$ cat config.mk
export PLATFORM = sky130hd
export DESIGN_NAME = alien_hit_detector_flat
export DESIGN_NICKNAME = d
export VERILOG_FILES = /design/src/rtl/space_invaders_pkg.sv /design/src/rtl/alien_hit_detector_if.sv /design/src/rtl/alien_hit_detector_explosion_timer.sv /design/src/rtl/alien_hit_detector.sv /design/src/flat_wrapper.sv
export SDC_FILE = /design/constraint.sdc
export NUM_CORES = 1
export LEC_CHECK = 0
export ABC_AREA = 0
export CAP_MARGIN = 5
export CORE_MARGIN = 10
export CORE_UTILIZATION = 40
export DETAILED_ROUTE_END_ITERATION = 10
export SETUP_SLACK_MARGIN = 0.05
export SYNTH_ARGS = -nofsm -noshare
export SYNTH_HDL_FRONTEND = slang
export SYNTH_HIERARCHICAL = 1
export SYNTH_SLANG_ARGS = --single-unit
$ cat constraint.sdc
create_clock -name clk -period 5.9 [get_ports clk]
set_input_delay 1.475 -clock clk [delete_from_list [all_inputs] [get_ports clk]]
set_output_delay 1.475 -clock clk [all_outputs]
set_load 0.02 [all_outputs]
$ cat src/rtl/space_invaders_pkg.sv
// Shared screen, formation geometry and scoring definitions for the
// alien collision stage and the laser block.
package space_invaders_pkg;

  localparam int SCREEN_WIDTH  = 640;
  localparam int SCREEN_HEIGHT = 480;
  localparam logic [9:0] PARK_X = 10'(SCREEN_WIDTH - 1);
  localparam logic [9:0] PARK_Y = 10'(SCREEN_HEIGHT - 1);

  localparam int ROWS      = 5;
  localparam int COLS      = 8;
  localparam int ALIEN_W   = 40;
  localparam int ALIEN_H   = 20;
  localparam int H_SPACING = 60;
  localparam int V_SPACING = 40;

  localparam int POINTS_TOP = 30;
  localparam int POINTS_MID = 20;
  localparam int POINTS_LOW = 10;

  localparam int EXPLODE_FRAMES = 8;

  localparam int NUM_ALIENS = ROWS * COLS;
  localparam int ROW_W      = $clog2(ROWS);
  localparam int COL_W      = $clog2(COLS);
  localparam int IDX_W      = $clog2(NUM_ALIENS);
  localparam int EXP_W      = $clog2(EXPLODE_FRAMES + 1);

  typedef enum logic [1:0] {
    IDLE = 2'd0,
    SCAN = 2'd1,
    DONE = 2'd2
  } hit_state_e;

  function automatic logic [15:0] row_points(
    input logic [ROW_W-1:0] row
  );
    if (row == '0)
      return 16'(POINTS_TOP);
    else if (row < ROW_W'(3))
      return 16'(POINTS_MID);
    else
      return 16'(POINTS_LOW);
  endfunction

endpackage

$ cat src/rtl/alien_hit_detector_if.sv
// Frame-tick, laser/formation inputs and hit/score/explosion
// outputs of the alien collision stage.
interface alien_hit_detector_if;
  import space_invaders_pkg::*;

  logic                  enable;
  logic                  newWave;
  logic [9:0]            xLaser;
  logic [9:0]            yLaser;
  logic [9:0]            xFormation;
  logic [9:0]            yFormation;
  logic                  killingAlien;
  logic [NUM_ALIENS-1:0] aliveMask;
  logic [5:0]            aliensLeft;
  logic [15:0]           score;
  logic                  waveCleared;
  logic                  explodeActive;
  logic [9:0]            explodeX;
  logic [9:0]            explodeY;
  logic                  busy;

  modport master (
    output enable, newWave,
    output xLaser, yLaser,
    output xFormation, yFormation,
    input  killingAlien, aliveMask,
    input  aliensLeft, score,
    input  waveCleared, explodeActive,
    input  explodeX, explodeY, busy
  );

  modport slave (
    input  enable, newWave,
    input  xLaser, yLaser,
    input  xFormation, yFormation,
    output killingAlien, aliveMask,
    output aliensLeft, score,
    output waveCleared, explodeActive,
    output explodeX, explodeY, busy
  );

endinterface

$ cat src/rtl/alien_hit_detector_explosion_timer.sv
// Holds the explosion marker visible for a fixed number of
// frame ticks after each hit.
module explosion_timer (
  input  logic clk,
  input  logic reset,
  input  logic load,
  input  logic tick,
  input  logic clear,
  output logic active
);
  import space_invaders_pkg::*;

  logic [EXP_W-1:0] cnt_q;
  logic [EXP_W-1:0] cnt_d;

  always_comb begin
    cnt_d = cnt_q;
    if (clear)
      cnt_d = '0;
    else if (load)
      cnt_d = EXP_W'(EXPLODE_FRAMES);
    else if (tick && cnt_q != '0)
      cnt_d = cnt_q - 1'b1;
  end

  always_ff @(posedge clk or posedge reset) begin
    if (reset)
      cnt_q <= '0;
    else
      cnt_q <= cnt_d;
  end

  assign active = (cnt_q != '0);

endmodule

$ cat src/rtl/alien_hit_detector.sv
// Collision stage: scans the alive formation once per frame tick
// against the latched laser and retires at most one alien.
module alien_hit_detector (
  input  logic                 clk,
  input  logic                 reset,
  alien_hit_detector_if.slave  bus
);
  import space_invaders_pkg::*;

  hit_state_e            state_q, state_d;
  logic [IDX_W-1:0]      k_q, k_d;
  logic [ROW_W-1:0]      row_q, row_d;
  logic [COL_W-1:0]      col_q, col_d;
  logic [10:0]           x0_q, x0_d;
  logic [10:0]           y0_q, y0_d;
  logic [9:0]            xl_q, xl_d;
  logic [9:0]            yl_q, yl_d;
  logic [9:0]            xf_q, xf_d;
  logic [NUM_ALIENS-1:0] alive_q, alive_d;
  logic [5:0]            left_q, left_d;
  logic [15:0]           score_q, score_d;
  logic [9:0]            ex_x_q, ex_x_d;
  logic [9:0]            ex_y_q, ex_y_d;
  logic                  kill_q, kill_d;
  logic                  clear_q, clear_d;

  logic        hit_load;
  logic        parked;
  logic        last_cell;
  logic        in_x, in_y;
  logic        on_screen;
  logic        hit;
  logic [10:0] xl_w, yl_w;
  logic [10:0] x_hi, y_hi;
  logic [16:0] score_sum;

  assign parked = (bus.xLaser == PARK_X)
               && (bus.yLaser == PARK_Y);

  assign xl_w = {1'b0, xl_q};
  assign yl_w = {1'b0, yl_q};
  assign x_hi = x0_q + 11'(ALIEN_W);
  assign y_hi = y0_q + 11'(ALIEN_H);

  // Low edge inclusive, high edge exclusive.
  assign in_x = (xl_w >= x0_q) && (xl_w < x_hi);
  assign in_y = (yl_w >= y0_q) && (yl_w < y_hi);
  assign on_screen = !x0_q[10] && !y0_q[10];

  assign hit = (state_q == SCAN)
            && alive_q[k_q]
            && in_x && in_y && on_screen;

  assign last_cell = (k_q == IDX_W'(NUM_ALIENS - 1));

  assign score_sum = {1'b0, score_q}
                   + {1'b0, row_points(row_q)};

  always_comb begin
    state_d  = state_q;
    k_d      = k_q;
    row_d    = row_q;
    col_d    = col_q;
    x0_d     = x0_q;
    y0_d     = y0_q;
    xl_d     = xl_q;
    yl_d     = yl_q;
    xf_d     = xf_q;
    alive_d  = alive_q;
    left_d   = left_q;
    score_d  = score_q;
    ex_x_d   = ex_x_q;
    ex_y_d   = ex_y_q;
    kill_d   = 1'b0;
    clear_d  = 1'b0;
    hit_load = 1'b0;

    if (bus.newWave) begin
      alive_d = '1;
      left_d  = 6'(NUM_ALIENS);
      state_d = IDLE;
    end else begin
      unique case (state_q)
        IDLE: begin
          if (bus.enable && !parked) begin
            xl_d    = bus.xLaser;
            yl_d    = bus.yLaser;
            xf_d    = bus.xFormation;
            x0_d    = {1'b0, bus.xFormation};
            y0_d    = {1'b0, bus.yFormation};
            k_d     = '0;
            row_d   = '0;
            col_d   = '0;
            state_d = SCAN;
          end
        end
        SCAN: begin
          if (hit) begin
            kill_d       = 1'b1;
            hit_load     = 1'b1;
            alive_d[k_q] = 1'b0;
            left_d       = left_q - 6'd1;
            clear_d      = (left_q == 6'd1);
            score_d      = score_sum[16] ? 16'hFFFF
                                         : score_sum[15:0];
            ex_x_d       = x0_q[9:0];
            ex_y_d       = y0_q[9:0];
            state_d      = DONE;
          end else if (last_cell) begin
            // A full miss also retires through DONE.
            state_d = DONE;
          end else begin
            k_d = k_q + 1'b1;
            if (col_q == COL_W'(COLS - 1)) begin
              col_d = '0;
              row_d = row_q + 1'b1;
              x0_d  = {1'b0, xf_q};
              y0_d  = y0_q + 11'(V_SPACING);
            end else begin
              col_d = col_q + 1'b1;
              x0_d  = x0_q + 11'(H_SPACING);
            end
          end
        end
        DONE: state_d = IDLE;
        default: state_d = IDLE;
      endcase
    end
  end

  always_ff @(posedge clk or posedge reset) begin
    if (reset) begin
      state_q <= IDLE;
      k_q     <= '0;
      row_q   <= '0;
      col_q   <= '0;
      x0_q    <= '0;
      y0_q    <= '0;
      xl_q    <= '0;
      yl_q    <= '0;
      xf_q    <= '0;
      alive_q <= '1;
      left_q  <= 6'(NUM_ALIENS);
      score_q <= '0;
      ex_x_q  <= '0;
      ex_y_q  <= '0;
      kill_q  <= 1'b0;
      clear_q <= 1'b0;
    end else begin
      state_q <= state_d;
      k_q     <= k_d;
      row_q   <= row_d;
      col_q   <= col_d;
      x0_q    <= x0_d;
      y0_q    <= y0_d;
      xl_q    <= xl_d;
      yl_q    <= yl_d;
      xf_q    <= xf_d;
      alive_q <= alive_d;
      left_q  <= left_d;
      score_q <= score_d;
      ex_x_q  <= ex_x_d;
      ex_y_q  <= ex_y_d;
      kill_q  <= kill_d;
      clear_q <= clear_d;
    end
  end

  explosion_timer u_explosion_timer (
    .clk    (clk),
    .reset  (reset),
    .load   (hit_load),
    .tick   (bus.enable),
    .clear  (bus.newWave),
    .active (bus.explodeActive)
  );

  assign bus.killingAlien = kill_q;
  assign bus.aliveMask    = alive_q;
  assign bus.aliensLeft   = left_q;
  assign bus.score        = score_q;
  assign bus.waveCleared  = clear_q;
  assign bus.explodeX     = ex_x_q;
  assign bus.explodeY     = ex_y_q;
  assign bus.busy         = (state_q != IDLE);

endmodule

$ cat src/flat_wrapper.sv
// flat-port wrapper written by rule: the top's interface ports become plain ports
module alien_hit_detector_flat import space_invaders_pkg::*;
  (clk, reset, bus_enable, bus_newWave, bus_xLaser, bus_yLaser, bus_xFormation, bus_yFormation, bus_killingAlien, bus_aliveMask, bus_aliensLeft, bus_score, bus_waveCleared, bus_explodeActive, bus_explodeX, bus_explodeY, bus_busy);
  alien_hit_detector_if bus_i ();
  input  logic clk;
  input  logic reset;
  input wire logic [$bits(bus_i.enable)-1:0] bus_enable;
  input wire logic [$bits(bus_i.newWave)-1:0] bus_newWave;
  input wire logic [$bits(bus_i.xLaser)-1:0] bus_xLaser;
  input wire logic [$bits(bus_i.yLaser)-1:0] bus_yLaser;
  input wire logic [$bits(bus_i.xFormation)-1:0] bus_xFormation;
  input wire logic [$bits(bus_i.yFormation)-1:0] bus_yFormation;
  output wire logic [$bits(bus_i.killingAlien)-1:0] bus_killingAlien;
  output wire logic [$bits(bus_i.aliveMask)-1:0] bus_aliveMask;
  output wire logic [$bits(bus_i.aliensLeft)-1:0] bus_aliensLeft;
  output wire logic [$bits(bus_i.score)-1:0] bus_score;
  output wire logic [$bits(bus_i.waveCleared)-1:0] bus_waveCleared;
  output wire logic [$bits(bus_i.explodeActive)-1:0] bus_explodeActive;
  output wire logic [$bits(bus_i.explodeX)-1:0] bus_explodeX;
  output wire logic [$bits(bus_i.explodeY)-1:0] bus_explodeY;
  output wire logic [$bits(bus_i.busy)-1:0] bus_busy;
  assign bus_i.enable = bus_enable;
  assign bus_i.newWave = bus_newWave;
  assign bus_i.xLaser = bus_xLaser;
  assign bus_i.yLaser = bus_yLaser;
  assign bus_i.xFormation = bus_xFormation;
  assign bus_i.yFormation = bus_yFormation;
  assign bus_killingAlien = bus_i.killingAlien;
  assign bus_aliveMask = bus_i.aliveMask;
  assign bus_aliensLeft = bus_i.aliensLeft;
  assign bus_score = bus_i.score;
  assign bus_waveCleared = bus_i.waveCleared;
  assign bus_explodeActive = bus_i.explodeActive;
  assign bus_explodeX = bus_i.explodeX;
  assign bus_explodeY = bus_i.explodeY;
  assign bus_busy = bus_i.busy;
  alien_hit_detector u_core (.clk(clk), .reset(reset), .bus(bus_i));
endmodule
==> out/metrics.yaml <==
layout:
  final_area_mm2: 0.0106
  fin_util: 0.505
  drive_above_1_share: 0.0940
  syn_to_final_growth_pct: 24.4
  instances_no_fill: 1317
  final_nets: 1129
  diodes: 0
clocking:
  cts_buffers: 17
  clock_latency_ns: 0.43
  clockBufferDepth: 2
  cts_root_buf: "clkbuf_16"
  hold_buffers: 0
  clk_pin_slew_ns: 0.06
  postCtsSetupRepairBufs: 0
  cts_sinks: 154
  cts_tree: "yes"
  htree_levels: 4
  cts_resized: 0
yosys:
  yosysUniqueCellTypes: 69
  ys.flop_type: "dfrtp_1"
  synth-adder-area-share: 0.0833
  synth_top_family_by_area: "simple AND/OR/NAND/NOR gates"
  synth_edf_count: 0
  yosys.area_share.simple: 0.206
  ys_top_cells_by_area: "dfrtp_1 33%, dfstp_2 13%, ha_1 8.1%, nand2_1 8.0%, o21ai_0 4.6%"
  synth.area.mux_share: 0.0312
  synth-async-reset-ratio: 1.00
  yosysMostFrequentCell: "nand2_1"
  yosysSeqAreaShare: 0.459
  ys_seq_elements: 154
  netlist_area_mm2: 0.00851
  synth_xor_area_frac: 0.0371
  synthCells: 912
  ys_warn_count: 6
  synth.avg_cell_area_um2: 9.33
  synth_compound_area_frac: 0.143
  synthTopCellsByCount: "181 x nand2_1, 112 x dfrtp_1, 78 x o21ai_0"
  yosysTopAreaCell: "dfrtp_1"
  synth_nets: 1012
  synth.top_cell.area_share: 0.330
detailed_routing:
  routed_wl_um: 22200
  wl_per_cell_um: 16.8
  dr.pass1.iters: 4
  drcViolationCount: 0
  post_drt_via_cell_ratio: 5.19
  final_antenna_net_count: 0
  drt_first_iter_violations: 316
  vias: 6839
grt:
  grt_pass1_wl_um: 36900
  antenna_found_initial: 0
  grt_overflow: 0
  grt_pass1_vias: 6873
  grt_usage: 0.161
  grt_max_degree: 80
worst_setup_path:
  crit_required_ns: 6.25
  path_buf_inv: 0
  ff2ff_setup_slack_ns: 1.34
  worstSetupEndpointType: "flip-flop"
  crit_chain: "ha_1, o21ai_0, nor2_1, xnor2_1, ha_1, and4_1, a211oi_1, o21ai_0, o221ai_1, o2111ai_4, or4_4, nor2_1, nand2_1, o21ai_1"
  arrival_ns: 4.90
  critPathTopFamily: "simple AND/OR/NAND/NOR gates"
  path_max_fanout: 56
  startpoint_type: "flip-flop"
  critPathMaxStageDelay_ns: 0.89
  cp_slowest_cell: "or4_4"
  path_class: "flip-flop to flip-flop"
power:
  ir_drop_v: 0.000236
  leakage_nw: 4.64
  p_int_mw: 2.65
  seqPwrFrac: 0.351
  clkPwrFrac: 0.242
  cellPowerDensity_mw_per_mm2: 411
  sw_frac_of_total: 0.390
  pwr-share-comb: 0.407
  power.total_mw: 4.35
  switching_power_mw: 1.70
placed_design:
  io_buffers: 129
  dp.cells: 1285
  place_area_mm2: 0.0100
  gp_congestion: 0.839
  place_hpwl_um: 16400
die:
  io_pins: 130
  rows: 53
  core_mm2: 0.0210
  initial_core_util: 0.406
  dieArea_mm2: 0.0275
  die_x_um: 166
  die_h_um: 166
timing:
  rsz0062_at_grt: "false"
  setup_viol: 0
  relSlewSlack: 0.422
  post-route-period-util: 0.773
  tightest_slew_ns: 0.861
  fin_skew_ns: 0.0114
  fin_crit_ns: 4.56
  fmax_ghz: 0.219
  final_hold_viol_count: 0
  timing.final.max_slew_violations: 0
  final.setup.tns_ns: 0
flow_run:
  cap_violations: 0
hold_path:
  worstHoldPathType: "flip-flop to flip-flop"
run_status:
  status: "finished, final reports clean"
## path summary, 6_finish.rpt
kind / from / endpoint / cells after the start
max reg2reg: u_core/y0_q[2]$_DFFE_PP0P_ / u_core/bus.score[3]$_DFFE_PP0P_ / 14
min reg2reg: u_core/bus.score[0]$_DFFE_PP0P_ / u_core/bus.score[0]$_DFFE_PP0P_ / 1
min in group asynchronous: reset / u_core/u_explosion_timer/cnt_q[3]$_DFFE_PP0P_ / 2
max in group asynchronous: reset / u_core/bus.aliveMask[3]$_DFFE_PP1P_ / 3
max: u_core/y0_q[2]$_DFFE_PP0P_ / u_core/bus.score[3]$_DFFE_PP0P_ / 14
min: u_core/bus.score[0]$_DFFE_PP0P_ / u_core/bus.score[0]$_DFFE_PP0P_ / 1
## cells in the final DEF, fill, tap and decap left out, types with 4 or more instances in the layout
master           netlist  layout
nor2b_1                8       8
dfrtp_1              112     112
nand4_1                4       4
o221ai_1               7       7
nand2_1              181     181
xnor2_1               26      26
nand3_1               27      27
a31oi_1                7       7
nand2b_1              35      35
o21ai_1                3       4
clkdlybuf4s50_1        0     129
nor3b_1                7       7
clkbuf_16              0      19
a21oi_1               43      43
a21o_1                20      20
or3_1                  5       5
nor3_1                12      12
or2_2                  5       5
xor2_1                10      10
o211ai_1               5       5
mux4_2                 5       5
mux2i_1               13      13
o21ai_0               78      77
inv_1                 41      40
and3_1                 5       5
inv_4                  0       4
a211oi_1               9       9
ha_1                  55      55
dfstp_2               42      42
o22ai_1                4       4
buf_4                  4       8
nor2_1                54      54
## worst register-to-register path, stage by stage, from the launching register on
cell	delay, ns
dfrtp_1	0.42
ha_1	0.24
o21ai_0	0.43
nor2_1	0.12
xnor2_1	0.20
ha_1	0.27
and4_1	0.19
a211oi_1	0.21
o21ai_0	0.11
o221ai_1	0.30
o2111ai_4	0.22
or4_4	0.89
nor2_1	0.32
nand2_1	0.36
o21ai_1	0.19
## logic make-up (layout without fill, tap and decap cells)
family,after synthesis,count (layout)
buf+inv,81,211
fa+ha+maj,56,56
mux,20,20
compound gates,198,198
flops,154,154
simple gates,367,367
xor+xnor,36,36
## state kept, by name (all words and copies together), names as in the netlist, 3 cells and up
register	count
u_core/xf_q	10
u_core/bus.aliveMask	40
u_core/row_q	3
u_core/u_explosion_timer/cnt_q	4
u_core/y0_q	11
u_core/bus.aliensLeft	6
u_core/k_q	6
u_core/xl_q	10
u_core/bus.score	16
u_core/bus.explodeX	10
u_core/bus.explodeY	10
u_core/yl_q	10
u_core/x0_q	11
u_core/col_q	3
## area by class of cell
cell class	instances	area (µm²)
fillers	1995	10400
multi-input cells	677	4250
flip-flops and latches	154	3910
repair buffers	137	1350
clock buffers	24	514
well taps	275	344
inverters	42	163
clock inverters	8	52.6
## per-stage QoR
step / hold WS (ns) / worst slack [ns]
after global placement: 0.454 / 1.39
after floorplan: 0.440 / 0.458
after global routing: 0.515 / 0.970
final: 0.473 / 1.34
after detailed placement: 0.460 / 1.37
after CTS: 0.478 / 1.34
## per-layer routing
metal,track usage,routed length (µm),vias up
met3,0.0424,1030,23
met4,0.0455,309,0
li1,-,-,3380
met5,0,0,-
met1,0.216,10800,3288
met2,0.251,10000,148
## power groups by stage
stage / Combinational [mW] / Clock, mW / Sequential, mW
3_5_place_dp: 1.78 / 0 / 1.54
6_report: 1.77 / 1.05 / 1.53
2_1_floorplan: 1.22 / 0 / 1.53
4_1_cts: 1.79 / 1.08 / 1.52
5_1_grt: 2.03 / 1.12 / 1.56
3_3_place_gp: 1.75 / 0 / 1.54
Power figures use the tool's default switching activity.
